==> src/rtl/daq_stream_merge.sv <==
// Merges two AXI4-Stream count streams into one tagged stream: per-channel FIFOs,
// round-robin arbitration into a registered output stage, TLAST framing every C_PACKET_LEN beats.
module daq_stream_merge #(
    parameter int C_AXIS_TDATA_WIDTH = 64,
    parameter int C_FIFO_DEPTH       = 16,
    parameter int C_PACKET_LEN       = 32
) (
    input  logic                                aclk,
    input  logic                                aresetn,
    input  logic                                s00_axis_tvalid,
    output logic                                s00_axis_tready,
    input  logic [C_AXIS_TDATA_WIDTH-1:0]       s00_axis_tdata,
    input  logic [C_AXIS_TDATA_WIDTH/8-1:0]     s00_axis_tstrb,
    input  logic                                s00_axis_tlast,
    input  logic                                s01_axis_tvalid,
    output logic                                s01_axis_tready,
    input  logic [C_AXIS_TDATA_WIDTH-1:0]       s01_axis_tdata,
    input  logic [C_AXIS_TDATA_WIDTH/8-1:0]     s01_axis_tstrb,
    input  logic                                s01_axis_tlast,
    output logic                                m_axis_tvalid,
    input  logic                                m_axis_tready,
    output logic [C_AXIS_TDATA_WIDTH-1:0]       m_axis_tdata,
    output logic [C_AXIS_TDATA_WIDTH/8-1:0]     m_axis_tstrb,
    output logic                                m_axis_tlast,
    output logic                                m_axis_tuser,
    output logic                                O_FULL_0,
    output logic                                O_FULL_1,
    output logic [$clog2(C_FIFO_DEPTH):0]       O_LEVEL_0,
    output logic [$clog2(C_FIFO_DEPTH):0]       O_LEVEL_1
);

    localparam int SW = C_AXIS_TDATA_WIDTH / 8;
    localparam int EW = C_AXIS_TDATA_WIDTH + SW + 1;
    localparam int AW = $clog2(C_FIFO_DEPTH);
    localparam int LW = AW + 1;
    localparam int BW = (C_PACKET_LEN > 1) ? $clog2(C_PACKET_LEN) : 1;
    localparam logic [BW-1:0] LAST_BEAT = BW'(C_PACKET_LEN - 1);
    localparam logic [LW-1:0] DEPTH_L   = LW'(C_FIFO_DEPTH);

    logic [EW-1:0] r_mem0 [C_FIFO_DEPTH];
    logic [EW-1:0] r_mem1 [C_FIFO_DEPTH];
    logic [LW-1:0] r_wptr0, r_rptr0, r_wptr1, r_rptr1;
    logic          r_in_rdy;

    logic                          r_valid;
    logic [C_AXIS_TDATA_WIDTH-1:0] r_tdata;
    logic [SW-1:0]                 r_tstrb;
    logic                          r_tlast_in;
    logic                          r_chan;
    logic                          r_last_grant;
    logic [BW-1:0]                 r_beat_cnt;

    logic [LW-1:0] w_lvl0, w_lvl1;
    logic          w_full0, w_full1, w_ne0, w_ne1;
    logic          w_wr0, w_wr1, w_load, w_grant, w_pop0, w_pop1, w_fire, w_tlast;
    logic [EW-1:0] w_head;

    // Pointers carry one extra bit so the difference distinguishes full from empty.
    assign w_lvl0  = r_wptr0 - r_rptr0;
    assign w_lvl1  = r_wptr1 - r_rptr1;
    assign w_full0 = (w_lvl0 == DEPTH_L);
    assign w_full1 = (w_lvl1 == DEPTH_L);
    assign w_ne0   = (w_lvl0 != '0);
    assign w_ne1   = (w_lvl1 != '0);

    assign s00_axis_tready = r_in_rdy && !w_full0;
    assign s01_axis_tready = r_in_rdy && !w_full1;
    assign w_wr0 = s00_axis_tvalid && s00_axis_tready;
    assign w_wr1 = s01_axis_tvalid && s01_axis_tready;

    always_comb begin
        w_grant = 1'b0;
        if (w_ne0 && w_ne1) begin
            w_grant = !r_last_grant;
        end else begin
            w_grant = !w_ne0;
        end
    end

    assign w_load = (!r_valid || m_axis_tready) && (w_ne0 || w_ne1);
    assign w_pop0 = w_load && !w_grant;
    assign w_pop1 = w_load && w_grant;
    assign w_head = w_grant ? r_mem1[r_rptr1[AW-1:0]] : r_mem0[r_rptr0[AW-1:0]];
    assign w_fire = r_valid && m_axis_tready;
    assign w_tlast = (r_beat_cnt == LAST_BEAT) || r_tlast_in;

    always_ff @(posedge aclk) begin
        if (w_wr0) r_mem0[r_wptr0[AW-1:0]] <= {s00_axis_tdata, s00_axis_tstrb, s00_axis_tlast};
        if (w_wr1) r_mem1[r_wptr1[AW-1:0]] <= {s01_axis_tdata, s01_axis_tstrb, s01_axis_tlast};
    end

    always_ff @(posedge aclk or negedge aresetn) begin
        if (!aresetn) begin
            r_in_rdy <= 1'b0;
            r_wptr0  <= '0;
            r_rptr0  <= '0;
            r_wptr1  <= '0;
            r_rptr1  <= '0;
        end else begin
            r_in_rdy <= 1'b1;
            if (w_wr0)  r_wptr0 <= r_wptr0 + LW'(1);
            if (w_wr1)  r_wptr1 <= r_wptr1 + LW'(1);
            if (w_pop0) r_rptr0 <= r_rptr0 + LW'(1);
            if (w_pop1) r_rptr1 <= r_rptr1 + LW'(1);
        end
    end

    // Output stage: a held word stays put until accepted.
    always_ff @(posedge aclk or negedge aresetn) begin
        if (!aresetn) begin
            r_valid      <= 1'b0;
            r_tdata      <= '0;
            r_tstrb      <= '0;
            r_tlast_in   <= 1'b0;
            r_chan       <= 1'b0;
            r_last_grant <= 1'b1;
            r_beat_cnt   <= '0;
        end else begin
            if (w_load) begin
                {r_tdata, r_tstrb, r_tlast_in} <= w_head;
                r_chan       <= w_grant;
                r_last_grant <= w_grant;
                r_valid      <= 1'b1;
            end else if (m_axis_tready) begin
                r_valid <= 1'b0;
            end
            if (w_fire) begin
                r_beat_cnt <= w_tlast ? '0 : r_beat_cnt + BW'(1);
            end
        end
    end

    assign m_axis_tvalid = r_valid;
    assign m_axis_tdata  = r_tdata;
    assign m_axis_tstrb  = r_tstrb;
    assign m_axis_tlast  = r_valid && w_tlast;
    assign m_axis_tuser  = r_chan;
    assign O_FULL_0      = w_full0;
    assign O_FULL_1      = w_full1;
    assign O_LEVEL_0     = w_lvl0;
    assign O_LEVEL_1     = w_lvl1;

endmodule

==> config.mk <==
export PLATFORM = sky130hd
export DESIGN_NAME = daq_stream_merge
export DESIGN_NICKNAME = d
export VERILOG_FILES = /design/src/rtl/daq_stream_merge.sv
export SDC_FILE = /design/constraint.sdc
export NUM_CORES = 2
export LEC_CHECK = 0
export ABC_AREA = 1
export BUFFER_PORTS_ARGS = -buffer_cell sky130_fd_sc_hd__buf_2
export CELL_PAD_IN_SITES_DETAIL_PLACEMENT = 0
export CELL_PAD_IN_SITES_GLOBAL_PLACEMENT = 2
export CORE_ASPECT_RATIO = 0.9
export CORE_MARGIN = 3
export CORE_UTILIZATION = 35
export CTS_BUF_LIST = sky130_fd_sc_hd__clkbuf_4
export CTS_CLUSTER_DIAMETER = 50
export DETAILED_ROUTE_END_ITERATION = 6
export MAX_ROUTING_LAYER = met4
export PLACE_DENSITY_LB_ADDON = 0.25
export SKIP_CTS_REPAIR_TIMING = 1
export SLEW_MARGIN = 20
export SYNTH_ARGS = -nofsm -noshare
export SYNTH_HDL_FRONTEND = slang
export SYNTH_SLANG_ARGS = --single-unit
export TNS_END_PERCENT = 20
==> constraint.sdc <==
create_clock -name aclk -period 10.05 [get_ports aclk]
set_clock_uncertainty 0.15 [all_clocks]
set_input_delay 1.005 -clock aclk [delete_from_list [all_inputs] [get_ports aclk]]
set_output_delay 1.005 -clock aclk [all_outputs]
set_load 0.05 [all_outputs]
Yosys cells after proc, flatten, opt, wreduce, memory -nomap -nowiden:

Memory sizes are Yosys's and may differ from the RTL's.
Cells that the tools add are included.
Widths: inputs -> output; s select.

* add/sub/neg operators: 7
* eq/ne operators: 3
* mux-type cells: 9
* reductions and logical operators: 22

Operators with widths (number)
* $mux 73: 1
* $add 5x1->5 const B: 5
* $eq 5x5->1 const B: 3
* $logic_and 1x1->1: 10
* $reduce_bool 5->1: 2
* $sub 5x5->5: 2
* $mux 1: 7
* $logic_not 1->1: 6
* $mux 5: 1
* $logic_or 1x1->1: 3
* $reduce_bool 2->1: 1

* bits in registers: 102
* bits in writable memories: 2336
* input port bits: 151
* output and inout port bits: 89
* logic and storage cells: 55
* memories: 2

Memories
* r_mem0: depth 16, width 73, read ports 1, clocked after Yosys merged registers in 0, write ports 1, line 40 `logic [EW-1:0] r_mem0 [C_FIFO_DEPTH];`
* r_mem1: depth 16, width 73, read ports 1, clocked after Yosys merged registers in 0, write ports 1, line 41 `logic [EW-1:0] r_mem1 [C_FIFO_DEPTH];`

Logic depth before layout (Yosys ltp):

* depth after elaboration: 7
* gate-level depth with buffers: 18
* gate-level depth less buffers: 15

Worst setup path after synthesis:

Ideal clock, no wire load.

* path kind: register to register
* start point: register r_rptr0[1]
* end point: memory r_mem0[10][0] (netlist bit) (enable)
* setup time: 0.594 ns
* arrival time: 7.749 ns
* required time: 9.306 ns
* setup slack: 1.557 ns
* stages on the path, launching flop included: 12
* buffers on the path: 4
* period minus slack after synthesis: 8.493 ns
* cells stage by stage: dfrtp_1 buf_2 inv_2 buf_2 clkbuf_1 fa_1 xor2_1 nor3_1 nand3_1 nand3_1 buf_2 nor3_1

* cells in the longest elaborated chain, start to end: 7

Ends and longest elaborated chain
* from (decl): line 42 `logic [LW-1:0] r_wptr0, r_rptr0, r_wptr1, r_rptr1;`
* from (signal assigned): line 103 `if (w_pop0) r_rptr0 <= r_rptr0 + LW'(1);`
* $sub 5x5->5: line 59 `assign w_lvl0 = r_wptr0 - r_rptr0;`
* net O_LEVEL_0[2]: line 28 `output logic [$clog2(C_FIFO_DEPTH):0] O_LEVEL_0,`
* $eq 5x5->1: line 61 `assign w_full0 = (w_lvl0 == DEPTH_L);`
* $logic_not 1->1: line 66 `assign s00_axis_tready = r_in_rdy && !w_full0;`
* $logic_and 1x1->1: line 66
* $logic_and 1x1->1: line 68 `assign w_wr0 = s00_axis_tvalid && s00_axis_tready;`
* $mux 1: line 88 `if (w_wr0) r_mem0[r_wptr0[AW-1:0]] <= {s00_axis_tdata, s00_axis_tstrb, s00_axis_tlast};`
* $mux 1 (implied by the code): line 88
* to (decl): line 40

The timed path passes the listed nets, and every way through them passes these cells.

Final worst setup path:

* start point: register r_rptr0[1]
* end point: output O_FULL_0

* cells in the longest elaborated chain, start to end: 2

Ends and longest elaborated chain
* $sub 5x5->5: line 59
* $eq 5x5->1: line 61
* to (decl): line 26 `output logic O_FULL_0,`

Every way passes these cells.

==> impl_metrics.csv <==
group,metric,value,unit
cts,clkSlewWorstSetupHoldPaths,0.07,ns
setup_path,crit_path_cell_trace,"inv_8, fa_1, nor3_1, nand3_1, inv_1, buf_2",
timing,setup_viol,0,
cts,clk_latency,1.38,ns
final_layout,syn2layout_area_growth,15.0,%
min_path,min_path_type,"in2async",
flow_run,max_cap_violations,0,
power_and_ir_drop,p_sw,13.3,mW
synthesis,syn_avg_cell_area,10.6,sq um
placement,gp_congestion,0.789,
cts,cts_tree,"done",
synthesis,synth_xor_area_share,0.151,%
power_and_ir_drop,p_seq_share,37.5,%
synthesis,ys_warn_count,0,
final_layout,layout-drive-gt1-share,13.8,%
setup_path,cp_slowest_cell,"inv_8",
global_route,grt_use_met3,3.32,%
setup_path,crit_path_max_incr_delay,0.72,ns
synthesis,synth-compound-area-share,2.94,%
setup_path,critPathArrivalTime,4.74,ns
power_and_ir_drop,p_clk_share,28.0,%
drt,routedWlPerCell,21.1,um
power_and_ir_drop,leakage,48.3,nW
timing,fin_crit,5.89,ns
timing,tightest_slew,1.30,ns
floorplan,die_x,577,um
synthesis,synth_fp_nets,9880,
timing,fin_tns_setup,0,ns
synthesis,synthAdderAreaFrac,0.282,%
global_route,grt_pass1_wl,458000,um
placement,place_hpwl,174000,um
cts,cts_num_sinks,2438,
global_route,grt_use_total,21.0,%
global_route,grt_pass1_vias,67600,
setup_path,critPathKind,"reg2out",
cts,cts_buffer_depth,4,
timing,clock.fmax,170,MHz
power_and_ir_drop,ir_drop,0.223,mV
global_route,grt_overflow,0,
drt,drc,0,
power_and_ir_drop,netSwitchingFraction,40.2,%
synthesis,synth_top_area_cell,"edfxtp_1",
power_and_ir_drop,internal_power,19.8,mW
global_route,grt_max_degree,231,
final_layout,ff_latch_area,72700,sq um
synthesis,synth_cell_type_count,32,
synthesis,syn_area,103000,sq um
drt,wl,312000,um
timing,grt_setup_unrepaired,"no",
final_layout,nFillCells,28300,
floorplan,start_util,35.2,%
drt,via_count,69300,
floorplan,die_y,520,um
drt,vias_per_cell,4.68,
global_route,antenna_found_initial,15,
final_layout,finalNetCount,10500,
timing,final.period_utilization,58.6,%
synthesis,synth_mux_area_share,0,%
synthesis,yosysTopAreaCellShare,68.2,%
final_layout,multiInputGateArea,23400,sq um
setup_path,worst_setup_path_start_kind,"flop",
drt,antenna_left,0,
drt,first_pass_iters,5,
synthesis,synthCells,9707,
cts,h-tree-depth,6,
setup_path,required,8.90,ns
floorplan,rows,188,
synthesis,ys_seq_elements,2438,
timing,slew_headroom,13.5,%
setup_path,worstSetupEndpointType,"output port",
timing,finalHoldViolations,0,
floorplan,die_area,300000,sq um
global_route,gr-max-usage-layer,"met2",
placement,portBuffers,239,
power_and_ir_drop,p_comb_share,34.5,%
outcome,outcome,"finished, final reports clean",
synthesis,synthSimpleGateAreaFrac,19.2,%
cts,numCtsBuffers,675,
global_route,met1_usage,26.6,%
final_layout,fin_area,118000,sq um
drt,drt_iter0_markers,4933,
timing,drv_slew,0,
power_and_ir_drop,power_density,280,nW/um^2
synthesis,ys_seq_area_share,70.7,%
global_route,grtUsageMet2,34.8,%
synthesis,ys_top_cells_by_area,"edfxtp_1, nand2_1, nand3_1, inv_1, nor2_1",
setup_path,crit_fanout,130,
floorplan,ios,240,
cts,root_buffer,"clkbuf_4",
synthesis,synth_top_family_by_area,"simple AND/OR/NAND/NOR gates",
floorplan,core,292000,sq um
placement,post_dp_cell_area,108000,sq um
==> routing by layer <==
| metal | share of wire (%) | routed length [um] |
|---|---|---|
| met5 | 0 | 0 |
| met4 | 2.7 | 8560 |
| met3 | 4.1 | 12700 |
| met2 | 49 | 155000 |
| met1 | 44 | 137000 |
==> synthesized netlist by cell type (all sizes together) <==
cell type	n
clkbuf	184
nor2	1186
dfrtp	101
conb	1
nand2	2622
fa	2
o2bb2ai	1
edfxtp	2336
nand4	1
xnor2	5
dfstp	1
nand3	1051
buf	329
nand3b	1
o21ai	595
clkinv	7
ha	20
a21oi	8
inv	1213
or2	1
xor2	11
nor3	31
==> worst paths after layout <==
path	from	end	slack, ns	cells past startpoint
max	r_rptr0[1]$_DFFE_PN0P_	O_FULL_0	4.16	6
max reg2reg	r_rptr0[1]$_DFFE_PN0P_	r_rptr1[2]$_DFFE_PN0P_	4.73	8
min reg2reg	m_axis_tdata[51]$_DFFE_PN0P_	m_axis_tdata[51]$_DFFE_PN0P_	0.33	2
min	aresetn	m_axis_tdata[40]$_DFFE_PN0P_	0.12	2
max in group asynchronous	aresetn	r_rptr0[2]$_DFFE_PN0P_	8.29	3
min in group aclk	s00_axis_tvalid	r_wptr0[2]$_DFFE_PN0P_	0.24	5
==> state kept, by name (all words and copies together), names as in the netlist <==
signal         flops
m_axis_tdata      64
r_wptr0            5
r_mem1          1168
r_mem0          1168
m_axis_tvalid      1
r_in_rdy           1
m_axis_tstrb       8
r_last_grant       1
r_rptr1            5
r_rptr0            5
r_wptr1            5
r_beat_cnt         5
r_tlast_in         1
m_axis_tuser       1
==> cell usage in the layout (no fill, tap or decap), types with 3 or more instances in the layout <==
master | synthesis | final
dlygate4sd3_1 | 0 | 149
clkinv_1 | 7 | 91
inv_1 | 1206 | 1201
a21oi_1 | 8 | 8
clkinvlp_4 | 0 | 10
ha_1 | 20 | 20
nand2_4 | 0 | 3
inv_8 | 0 | 7
inv_4 | 0 | 7
clkinv_2 | 0 | 4
dfrtp_1 | 101 | 95
clkbuf_4 | 0 | 1043
xor2_1 | 10 | 10
o21ai_0 | 316 | 316
nor2_4 | 0 | 4
clkinv_4 | 0 | 4
nand3_1 | 1049 | 1048
dfrtp_4 | 0 | 6
inv_2 | 7 | 10
buf_12 | 0 | 10
nand2_1 | 2619 | 2618
xnor2_1 | 4 | 4
nor3_2 | 0 | 30
diode_2 | 0 | 31
buf_4 | 11 | 98
buf_2 | 260 | 238
edfxtp_1 | 2336 | 2336
o21ai_1 | 279 | 279
inv_6 | 0 | 5
nor2_1 | 1184 | 1181
bufinv_16 | 0 | 15
==> stage by stage <==
stage	setup WS [ns]	power, mW	instances	hold slack (ns)	util [%]
6_report	4.16	33.1	14800	0.122	40.5
3_5_place_dp	4.69	24.3	13400	0.313	36.9
4_1_cts	3.86	33.8	14600	-0.644	40.0
5_1_grt	3.80	35.4	14800	0.0210	40.5
3_3_place_gp	4.69	24.3	13400	0.320	36.9
2_1_floorplan	1.56	20.0	9707	0.300	-
==> power by group through the flow <==
stage               registers [mW]  clock network (mW)  logic [mW]
global route                  12.5                10.2        12.7
finish                        12.4                9.29        11.4
global placement              12.7                   0        11.7
detailed placement            12.7                   0        11.6
floorplan                     12.8                   0        7.24
CTS                           12.5                9.62        11.7
==> worst max-delay path, delay by kind of cell, from the launching register on <==
| family | cells | cell delay [ns] |
|---|---|---|
| buffers and inverters | 3 | 1.38 |
| AND/OR/NAND/NOR | 2 | 0.65 |
| adder cells (fa/ha/maj) | 1 | 0.58 |
| flip-flops | 1 | 0.70 |
==> cells by family (layout without fill, tap and decap cells) <==
logic type               after synthesis  count (layout)
buffers and inverters               1733            2895
flip-flops                          2438            2438
AO/OA/AOI/OAI                        604             604
other                                  1              32
AND/OR/NAND/NOR                     4893            4893
XOR/XNOR                              16              16
adder cells (fa/ha/maj)               22              22
==> area by class of cell <==
class	count	area share [%]
diodes	31	0.0656
clock inverters	134	0.852
inverters	1220	3.91
flip-flops and latches	2438	61.5
well taps	3895	4.12
repair buffers	498	3.10
multi-input cells	5536	19.8
clock buffers	1043	6.62
Power figures use the tool's default switching activity.
